==> src/rtl/ctu_tsr_pkg.sv <==
// rtl/ctu_tsr_pkg.sv - shared types, defaults and counter widths for the temperature sensor controller
package ctu_tsr_pkg;

  typedef enum logic [2:0] {
    IDLE  = 3'd0,
    START = 3'd1,
    CONV  = 3'd2,
    SHIFT = 3'd3,
    DONE  = 3'd4
  } tsr_state_e;

  localparam int TSR_DATA_W   = 8;
  localparam int TSR_CONV_CYC = 64;

  // $clog2 clamped to at least one bit so a count of 1 still yields a legal vector
  function automatic int cnt_w(input int n);
    return (n > 1) ? $clog2(n) : 1;
  endfunction

  localparam int TSR_CONV_CNT_W = cnt_w(TSR_CONV_CYC);
  localparam int TSR_BIT_CNT_W  = cnt_w(TSR_DATA_W);

endpackage

==> src/rtl/ctu_tsr_ctl_if.sv <==
// rtl/ctu_tsr_ctl_if.sv - CSR and pad-side signal bundle for the temperature sensor controller
interface ctu_tsr_ctl_if
  import ctu_tsr_pkg::*;
#(
  parameter int DATA_W = TSR_DATA_W
);

  logic              csr_tsr_en;
  logic [DATA_W-1:0] csr_tsr_thr;
  logic              csr_alarm_clr;
  logic              tsr_sdata;
  logic              tsr_start;
  logic              tsr_sclk;
  logic              tsr_busy;
  logic [DATA_W-1:0] tsr_temp;
  logic              tsr_temp_vld;
  logic              tsr_alarm;

  // CSR block and pad cluster side
  modport master (
    output csr_tsr_en, csr_tsr_thr, csr_alarm_clr, tsr_sdata,
    input  tsr_start, tsr_sclk, tsr_busy, tsr_temp, tsr_temp_vld, tsr_alarm
  );

  // controller side
  modport slave (
    input  csr_tsr_en, csr_tsr_thr, csr_alarm_clr, tsr_sdata,
    output tsr_start, tsr_sclk, tsr_busy, tsr_temp, tsr_temp_vld, tsr_alarm
  );

endinterface

==> src/rtl/ctu_tsr_shift.sv <==
// rtl/ctu_tsr_shift.sv - serial clock phase, bit counter and MSB-first receive shift register
module ctu_tsr_shift
  import ctu_tsr_pkg::*;
#(
  parameter int DATA_W = TSR_DATA_W
) (
  input  logic              clk,
  input  logic              rst_l,
  input  logic              shift_go,
  input  logic              sdata,
  output logic              sclk,
  output logic              last_bit,
  output logic [DATA_W-1:0] data
);

  localparam int BIT_W = cnt_w(DATA_W);

  logic             phase;
  logic [BIT_W-1:0] bit_cnt;

  // phase is itself the pad clock: low in the first half of a bit period, high in the second
  assign sclk     = phase;
  assign last_bit = shift_go & phase & (bit_cnt == BIT_W'(DATA_W - 1));

  // toggle phase while shifting; capture one bit at the end of every high phase
  always_ff @(posedge clk or negedge rst_l) begin
    if (!rst_l) begin
      phase   <= 1'b0;
      bit_cnt <= '0;
      data    <= '0;
    end else if (shift_go) begin
      phase <= ~phase;
      if (phase) begin
        data    <= (data << 1) | DATA_W'(sdata);
        bit_cnt <= last_bit ? '0 : bit_cnt + 1'b1;
      end
    end else begin
      phase   <= 1'b0;
      bit_cnt <= '0;
    end
  end

endmodule

==> src/rtl/ctu_tsr_ctl.sv <==
// rtl/ctu_tsr_ctl.sv - temperature sensor conversion controller (optional averaging: TSR_AVG_EN)
module ctu_tsr_ctl
  import ctu_tsr_pkg::*;
#(
  parameter int DATA_W   = TSR_DATA_W,
  parameter int CONV_CYC = TSR_CONV_CYC
) (
  input logic          clk,
  input logic          rst_l,
  ctu_tsr_ctl_if.slave bus
);

  localparam int CONV_W = cnt_w(CONV_CYC);

  tsr_state_e        state;
  logic [CONV_W-1:0] conv_cnt;
  logic              shift_go;
  logic              last_bit;
  logic              sclk;
  logic [DATA_W-1:0] shift_data;
  logic [DATA_W-1:0] raw;
  logic [DATA_W-1:0] reported;

  assign shift_go     = (state == SHIFT);
  assign bus.tsr_sclk = sclk;

  // the final bit is folded in here so the result is ready on the same edge that enters DONE
  assign raw = (shift_data << 1) | DATA_W'(bus.tsr_sdata);

  ctu_tsr_shift #(
    .DATA_W(DATA_W)
  ) u_shift (
    .clk     (clk),
    .rst_l   (rst_l),
    .shift_go(shift_go),
    .sdata   (bus.tsr_sdata),
    .sclk    (sclk),
    .last_bit(last_bit),
    .data    (shift_data)
  );

`ifdef TSR_AVG_EN
  logic              seeded;
  logic [DATA_W:0]   avg_sum;

  assign avg_sum  = {1'b0, bus.tsr_temp} + {1'b0, raw} + (DATA_W + 1)'(1);
  assign reported = seeded ? avg_sum[DATA_W:1] : raw;

  // first result after reset has nothing to average against, so it loads unfiltered
  always_ff @(posedge clk or negedge rst_l) begin
    if (!rst_l) begin
      seeded <= 1'b0;
    end else if (shift_go && last_bit) begin
      seeded <= 1'b1;
    end
  end
`else
  assign reported = raw;
`endif

  // conversion sequencer; all pad and CSR outputs are registered alongside the state
  always_ff @(posedge clk or negedge rst_l) begin
    if (!rst_l) begin
      state            <= IDLE;
      conv_cnt         <= '0;
      bus.tsr_start    <= 1'b0;
      bus.tsr_busy     <= 1'b0;
      bus.tsr_temp     <= '0;
      bus.tsr_temp_vld <= 1'b0;
    end else begin
      bus.tsr_start    <= 1'b0;
      bus.tsr_temp_vld <= 1'b0;
      case (state)
        IDLE: begin
          if (bus.csr_tsr_en) begin
            state         <= START;
            bus.tsr_start <= 1'b1;
            bus.tsr_busy  <= 1'b1;
          end
        end
        START: begin
          state    <= CONV;
          conv_cnt <= '0;
        end
        CONV: begin
          if (conv_cnt == CONV_W'(CONV_CYC - 1)) begin
            state    <= SHIFT;
            conv_cnt <= '0;
          end else begin
            conv_cnt <= conv_cnt + 1'b1;
          end
        end
        SHIFT: begin
          if (last_bit) begin
            state            <= DONE;
            bus.tsr_temp     <= reported;
            bus.tsr_temp_vld <= 1'b1;
          end
        end
        DONE: begin
          state        <= IDLE;
          bus.tsr_busy <= 1'b0;
        end
        default: begin
          state        <= IDLE;
          bus.tsr_busy <= 1'b0;
        end
      endcase
    end
  end

  // sticky alarm: compare happens at the end of DONE so a clear in that cycle loses to a set
  always_ff @(posedge clk or negedge rst_l) begin
    if (!rst_l) begin
      bus.tsr_alarm <= 1'b0;
    end else if ((state == DONE) && (bus.tsr_temp >= bus.csr_tsr_thr)) begin
      bus.tsr_alarm <= 1'b1;
    end else if (bus.csr_alarm_clr) begin
      bus.tsr_alarm <= 1'b0;
    end
  end

endmodule
==> src/flat_wrapper.sv <==
// flat-port wrapper written by rule: the top's interface ports become plain ports
module ctu_tsr_ctl_flat import ctu_tsr_pkg::*;
#(
  parameter int DATA_W   = TSR_DATA_W,
  parameter int CONV_CYC = TSR_CONV_CYC
)
  (clk, rst_l, bus_csr_tsr_en, bus_csr_tsr_thr, bus_csr_alarm_clr, bus_tsr_sdata, bus_tsr_start, bus_tsr_sclk, bus_tsr_busy, bus_tsr_temp, bus_tsr_temp_vld, bus_tsr_alarm);
  ctu_tsr_ctl_if #(.DATA_W(DATA_W)) bus_i ();
  input logic clk;
  input logic rst_l;
  input wire logic [$bits(bus_i.csr_tsr_en)-1:0] bus_csr_tsr_en;
  input wire logic [$bits(bus_i.csr_tsr_thr)-1:0] bus_csr_tsr_thr;
  input wire logic [$bits(bus_i.csr_alarm_clr)-1:0] bus_csr_alarm_clr;
  input wire logic [$bits(bus_i.tsr_sdata)-1:0] bus_tsr_sdata;
  output wire logic [$bits(bus_i.tsr_start)-1:0] bus_tsr_start;
  output wire logic [$bits(bus_i.tsr_sclk)-1:0] bus_tsr_sclk;
  output wire logic [$bits(bus_i.tsr_busy)-1:0] bus_tsr_busy;
  output wire logic [$bits(bus_i.tsr_temp)-1:0] bus_tsr_temp;
  output wire logic [$bits(bus_i.tsr_temp_vld)-1:0] bus_tsr_temp_vld;
  output wire logic [$bits(bus_i.tsr_alarm)-1:0] bus_tsr_alarm;
  assign bus_i.csr_tsr_en = bus_csr_tsr_en;
  assign bus_i.csr_tsr_thr = bus_csr_tsr_thr;
  assign bus_i.csr_alarm_clr = bus_csr_alarm_clr;
  assign bus_i.tsr_sdata = bus_tsr_sdata;
  assign bus_tsr_start = bus_i.tsr_start;
  assign bus_tsr_sclk = bus_i.tsr_sclk;
  assign bus_tsr_busy = bus_i.tsr_busy;
  assign bus_tsr_temp = bus_i.tsr_temp;
  assign bus_tsr_temp_vld = bus_i.tsr_temp_vld;
  assign bus_tsr_alarm = bus_i.tsr_alarm;
  ctu_tsr_ctl #(.DATA_W(DATA_W), .CONV_CYC(CONV_CYC)) u_core (.clk(clk), .rst_l(rst_l), .bus(bus_i));
endmodule
==> config.mk <==
export PLATFORM = sky130hd
export DESIGN_NAME = ctu_tsr_ctl_flat
export DESIGN_NICKNAME = d
export VERILOG_FILES = /design/src/rtl/ctu_tsr_pkg.sv /design/src/rtl/ctu_tsr_ctl_if.sv /design/src/rtl/ctu_tsr_shift.sv /design/src/rtl/ctu_tsr_ctl.sv /design/src/flat_wrapper.sv
export SDC_FILE = /design/constraint.sdc
export NUM_CORES = 1
export LEC_CHECK = 0
export ABC_CLOCK_PERIOD_IN_PS = 1350
export BUFFER_PORTS_ARGS = -buffer_cell sky130_fd_sc_hd__buf_4
export CORE_MARGIN = 5
export CORE_UTILIZATION = 50
export CTS_BUF_LIST = sky130_fd_sc_hd__clkbuf_16
export DETAILED_ROUTE_END_ITERATION = 12
export GPL_TIMING_DRIVEN = 1
export PLACE_DENSITY_LB_ADDON = 0.12
export SYNTH_ARGS = -nofsm -noshare
export SYNTH_HDL_FRONTEND = slang
export SYNTH_SLANG_ARGS = --single-unit
==> constraint.sdc <==
create_clock -name clk -period 1.35 [get_ports clk]
set_input_delay 0.2025 -clock clk [delete_from_list [all_inputs] [get_ports clk]]
set_output_delay 0.2025 -clock clk [all_outputs]
set_load 0.005 [all_outputs]
[Word level (Yosys, flattened, before mapping)]
Index checks and enable logic that the tools add are counted.
Storage, ports and cells
  input bits: 13
  register bits after elaboration: 32
  output and inout bits: 13
Cells by class
  muxes and demuxes: 18
  magnitude comparators: 1
  reduce and logical (&&, ||, !) cells: 9
  bitwise logic cells: 5
  eq/ne operators: 10
  add/sub/neg operators: 2
Operators with widths (number)
  2-to-1 mux 3 bit: 6
  one-hot mux 3 bit (4 select lines): 1
  one-hot mux 6 bit (2 select lines): 1
  greater-or-equal comparator 8 bit: 1
  2-to-1 mux 1 bit: 8
  OR 8 x 1 -> 8 bit: 1
  adder 6 x 1 -> 6 bit, second input constant: 1
  equality test 3 x 2 -> 1 bit, second input constant: 2
  equality test 3 bit, second input constant: 2
  equality test 6 bit, second input constant: 1
  2-to-1 mux 6 bit: 1
  inequality test 2 x 1 -> 1 bit, second input constant: 3
  AND reduction 2 bit: 3
  nonzero test 2 bit: 2
  adder 3 x 1 -> 3 bit, second input constant: 1
  equality test 3 x 1 -> 1 bit, second input constant: 1
  zero test 3 bit: 1
  AND reduction 3 bit: 1
  OR reduction 3 bit: 1
  AND 1 bit: 2
  inequality test 2 bit, second input constant: 1
  inverter 1 bit: 2
  one-hot mux 1 bit (2 select lines): 1
  logical AND 1 bit: 1

[Longest topological paths before layout]
  depth in word-level cells: 6
  gate-level depth with buffers: 6

[Hierarchy]
Synthesis repeated with hierarchy kept, for this count alone.
Unflattened totals
  cells, all modules: 130
  area, all modules: 1611.5 um^2
By module, submodules not included
  ctu_tsr_ctl: cells each 98, times used 1, area an instance 1117.3 um^2, seq. area each 525.5 um^2
  ctu_tsr_shift: cells each 32, times used 1, area an instance 494.2 um^2, seq. area each 300.3 um^2

[Least setup slack after synthesis]
No wires, ideal clock.
  path kind: register to register
  from: register u_core.bus.tsr_temp[0]
  to: register u_core.bus.tsr_alarm
  path buffers: 0
  setup time: 0.077 ns
  arrival time: 1.427 ns
  required time: 1.273 ns
  cell stages (with the launch flop): 7
  path slack: -0.155 ns
  cell sequence: dfrtp_1 -> inv_1 -> ha_1 -> nand2b_1 -> a2111oi_0 -> or4_1 -> a21oi_1
Between the ends
  word-level cells in the longest chain between the ends: 3
  elaborated cells between the ends (all ways): 4
  those cells by class: order compare (1); mux (1); reduce/logical (2)
RTL lines
  start: declaration: RTL line ctu_tsr_ctl_if.sv:28  | output tsr_start, tsr_sclk, tsr_busy, tsr_temp, tsr_temp_vld, tsr_alarm
  start signal: assignment: RTL line ctu_tsr_ctl.sv:96  | bus.tsr_temp <= reported;
  greater-or-equal comparator 8 bit *: RTL line ctu_tsr_ctl.sv:116  | end else if ((state == DONE) && (bus.tsr_temp >= bus.csr_tsr_thr)) begin
  logical AND 1 bit *: RTL line ctu_tsr_ctl.sv:116
  2-to-1 mux 1 bit / nonzero test 2 bit (equally long branches)
  end signal: assignment: RTL line ctu_tsr_ctl.sv:115  | bus.tsr_alarm <= 1'b0;
  end signal: assignment: RTL line ctu_tsr_ctl.sv:117  | bus.tsr_alarm <= 1'b1;
  end signal: assignment: RTL line ctu_tsr_ctl.sv:119  | bus.tsr_alarm <= 1'b0;
  end: declaration: RTL line ctu_tsr_ctl_if.sv:28
Every way passes the cells marked *; elsewhere a longest branch is shown, timed or not.
A chain may end at the register's enable or synchronous reset.

[Final worst setup path]
Ends and elaborated chain as after synthesis.

==> flow_metrics.env <==
export IMPL_multi_input_area_um2=897
export IMPL_synthXorXnorAreaFrac=0
export IMPL_p_clk_frac=0.290
export IMPL_final_common_cell="buf_4"
export IMPL_synth_seq_cells=32
export IMPL_seq_area_frac_synth=0.493
export IMPL_syn_avg_cell_area_um2=11.3
export IMPL_first_pass_iters=4
export IMPL_num_nets_final=228
export IMPL_holdPathEnd="u_core.bus.tsr_temp[0]"
export IMPL_hold_violations=0
export IMPL_finish_utilization=0.772
export IMPL_finalPower_mw=3.47
export IMPL_fin_skew_ns=0.00435
export IMPL_drtIter0Drc=92
export IMPL_grt_max_degree=33
export IMPL_maxClockFrequency_mhz=647
export IMPL_violations="negative setup slack"
export IMPL_ys_warn_count=0
export IMPL_fin_crit_sh=1.15
export IMPL_cp_slowest_cell="or4_1"
export IMPL_rr_startpoint="u_core.bus.tsr_temp[0]"
export IMPL_synth_area_leaders="dfrtp_1 49%, ha_1 8.5%, mux2_4 6.5%"
export IMPL_io_pins=26
export IMPL_crit_type="reg2reg"
export IMPL_nFillCells=199
export IMPL_p_comb_frac=0.296
export IMPL_grt_pass1_wl_um=6080
export IMPL_min_from="bus_tsr_sdata"
export IMPL_slew_headroom=0.732
export IMPL_muxShareOfSynthArea=0.120
export IMPL_r2r_setup_slack_ns=-0.20
export IMPL_hold_depth=2
export IMPL_cp_arrival_ns=1.75
export IMPL_gp_congestion=0.868
export IMPL_whs_ns=0.181
export IMPL_final_cell_mix="49 x buf_4, 30 x dfrtp_1, 10 x inv_1, 10 x a21oi_1"
export IMPL_wire_per_inst_um=16.4
export IMPL_dpl_hpwl_um=2480
export IMPL_place_area_um2=2030
export IMPL_io_buffers=25
export IMPL_cp_slowest_stage_delay_ns=0.50
export IMPL_netSwitchingFraction=0.305
export IMPL_status="complete, but fails checks"
export IMPL_ir_drop_uv=1040
export IMPL_power_density_nw_per_um2=1460
export IMPL_worstHoldPathType="in2reg"
export IMPL_synth_largest_area_cell="dfrtp_1"
export IMPL_synthAdderAreaFrac=0.0847
export IMPL_rr_endpoint="u_core.bus.tsr_alarm"
export IMPL_path_cells="inv_1 > ha_1 > nand2b_4 > a2111oi_2 > or4_1 > a21oi_2"
export IMPL_seq_area_um2=803
export IMPL_drive_gt1_frac=0.495
export IMPL_synth_compound_area_frac=0.105
export IMPL_cts_sinks=32
export IMPL_post_route_drc_count=0
export IMPL_worst_path_buf_inv=1
export IMPL_yosysUniqueCellTypes=33
export IMPL_switchingPower_mw=1.06
export IMPL_std_cell_rows=20
export IMPL_setup_violations=9
export IMPL_dieHeight_um=67.0
export IMPL_viasPerCell=5.38
export IMPL_fin_ws_ns=-0.196
export IMPL_endpoint_kind="flop"
export IMPL_pwr_share_seq=0.413
export IMPL_grt_total_usage=0.186
export IMPL_clk_latency_ns=0.27
export IMPL_root_buffer="clkbuf_16"
export IMPL_crit_fanout=2
export IMPL_start_util=0.528
export IMPL_grt_ovfl_total=0
export IMPL_path_clk_slew_ns=0.05
export IMPL_cts_tree="built"
export IMPL_clock_path_buffers=2
export IMPL_yosys_area_share_simple=0.147
export IMPL_grt_pass1_vias=1319
export IMPL_antenna_found_initial=0
export IMPL_syn_area_um2=1630
export IMPL_synth_top_area_frac=0.493
export IMPL_coreArea_um2=3080
export IMPL_cts_htree_levels=2
export IMPL_mappedNetlistNets=168
export IMPL_grt_setup_unrepaired="true"
export IMPL_post_route_cell_area_um2=2370
export IMPL_worstMarginPinSlew_ns=0.402
export IMPL_die_area_um2=4490
export IMPL_netlist_instances=144
export IMPL_drv_slew=0
export IMPL_post_route_min_period_ns=1.55
export IMPL_vias=1334
export IMPL_die_w_um=67.0
export IMPL_antenna_left=0
export IMPL_totalWireLength_um=4060
export IMPL_synth_top_family_by_area="simple AND/OR/NAND/NOR gates"
export IMPL_diodes=0
export IMPL_required_ns=1.55
export IMPL_r2r_cells=6
export IMPL_internal_power_mw=2.41
export IMPL_cp_start_kind="flop"
export IMPL_power_leakage_nw=1.15
export IMPL_syn_to_final_growth_pct=46.1
export IMPL_cp_top_family="simple AND/OR/NAND/NOR gates"
export IMPL_cts_buffers_inserted=5
export IMPL_cap_viol_max_count=0
==> kinds of logic (layout without fill, tap and decap cells) <==
logic type | after synthesis | after routing
buffers and inverters | 16 | 75
DFF | 32 | 32
and+or+nand+nor | 41 | 42
AOI/OAI and AO/OA | 29 | 29
muxes | 15 | 15
adders and majority gates | 11 | 11
==> metrics by stage <==
stage               TNS [ns]  setup slack [ns]  instances
floorplan             -0.477           -0.0933        144
global placement      -0.575            -0.185        231
detailed placement    -0.710            -0.209        231
CTS                   -0.231            -0.145        242
global route           -1.14            -0.264        248
finish                -0.507            -0.196        248
==> power groups by stage <==
stage,sequential [mW],combinational [mW],clock (mW)
6_report,1.43,1.03,1.01
5_1_grt,1.46,1.14,1.09
4_1_cts,1.38,0.870,1.03
3_5_place_dp,1.38,0.830,0
3_3_place_gp,1.36,0.798,0
2_1_floorplan,1.36,0.472,0
==> routing by layer <==
| metal | part of all wire | vias to the layer above | global-route usage |
|---|---|---|---|
| li1 | - | 634 | - |
| met1 | 0.42 | 664 | 0.227 |
| met3 | 0.040 | 2 | 0.0573 |
| met2 | 0.53 | 34 | 0.301 |
| met4 | 0.0032 | 0 | 0.0759 |
| met5 | 0 | - | 0 |
==> cell type report <==
class / instances / area share
Clock buffer: 5 / 0.0527
Inverter: 12 / 0.0200
Multi-Input combinational cell: 97 / 0.378
Tap cell: 44 / 0.0232
Clock inverter: 2 / 0.00316
Sequential cell: 32 / 0.338
Timing Repair Buffer: 56 / 0.185
==> worst reg2reg max path: cells and delay by family, from the launching register on <==
family / cells / cell delay, ns
buffers and inverters: 1 / 0.05
adders and majority gates: 1 / 0.27
and+or+nand+nor: 2 / 0.62
DFF: 1 / 0.34
AOI/OAI and AO/OA: 2 / 0.20
==> flip-flops by register name (all words and copies together) (netlist names) <==
| signal | cells |
|---|---|
| u_core.bus.tsr_alarm | 1 |
| u_core.bus.tsr_busy | 1 |
| u_core.bus.tsr_start | 1 |
| u_core.bus.tsr_temp | 8 |
| u_core.bus.tsr_temp_vld | 1 |
| u_core.conv_cnt | 6 |
| u_core.state | 3 |
| u_core.u_shift.bit_cnt | 3 |
| u_core.u_shift.data | 7 |
| u_core.u_shift.sclk | 1 |
==> worst max-delay path by stage <==
| stage | cells after the start | to | start |
|---|---|---|---|
| floorplan | 6 | u_core.bus.tsr_alarm | u_core.bus.tsr_temp[0] |
| global placement | 6 | u_core.bus.tsr_alarm | u_core.bus.tsr_temp[0] |
| detailed placement | 6 | u_core.bus.tsr_alarm | u_core.bus.tsr_temp[0] |
| CTS | 6 | u_core.bus.tsr_alarm | u_core.bus.tsr_temp[0] |
| global route | 6 | u_core.bus.tsr_alarm | u_core.bus.tsr_temp[0] |
| finish | 6 | u_core.bus.tsr_alarm | u_core.bus.tsr_temp[0] |
==> synth_stat cells <==
| cell | count |
|---|---|
| and3_4 | 1 |
| nand2_1 | 9 |
| inv_2 | 1 |
| or4_1 | 3 |
| nor2_1 | 7 |
| nand3_1 | 3 |
| ha_1 | 11 |
| nor2_4 | 1 |
| dfrtp_1 | 32 |
| mux2_4 | 7 |
| nor4_2 | 1 |
| nor4b_1 | 1 |
| a21oi_1 | 12 |
| o211ai_1 | 2 |
| o21ai_1 | 1 |
| nand2b_1 | 1 |
| buf_2 | 2 |
| buf_8 | 1 |
| nor4_1 | 2 |
| buf_6 | 1 |
| o311ai_1 | 1 |
| o21ai_0 | 7 |
| o21a_1 | 2 |
| nor3_1 | 3 |
| and3_1 | 3 |
| nand4_1 | 2 |
| nand2_4 | 1 |
| mux2_2 | 8 |
| nand3b_1 | 2 |
| a21o_1 | 2 |
| a2111oi_0 | 2 |
| inv_1 | 11 |
| nor2b_1 | 1 |
==> what timing repair did <==
action / CTS / global route
setup buffers: 2 / 7
endpoints found under the hold margin: 32 / 0
hold buffers: 1 / 0
gates cloned: 1 / 1
pin swaps: 6 / 13
setup endpoints to repair: 13 / 24
gates resized for setup: 8 / 28
(Power assumes the default switching activity.)
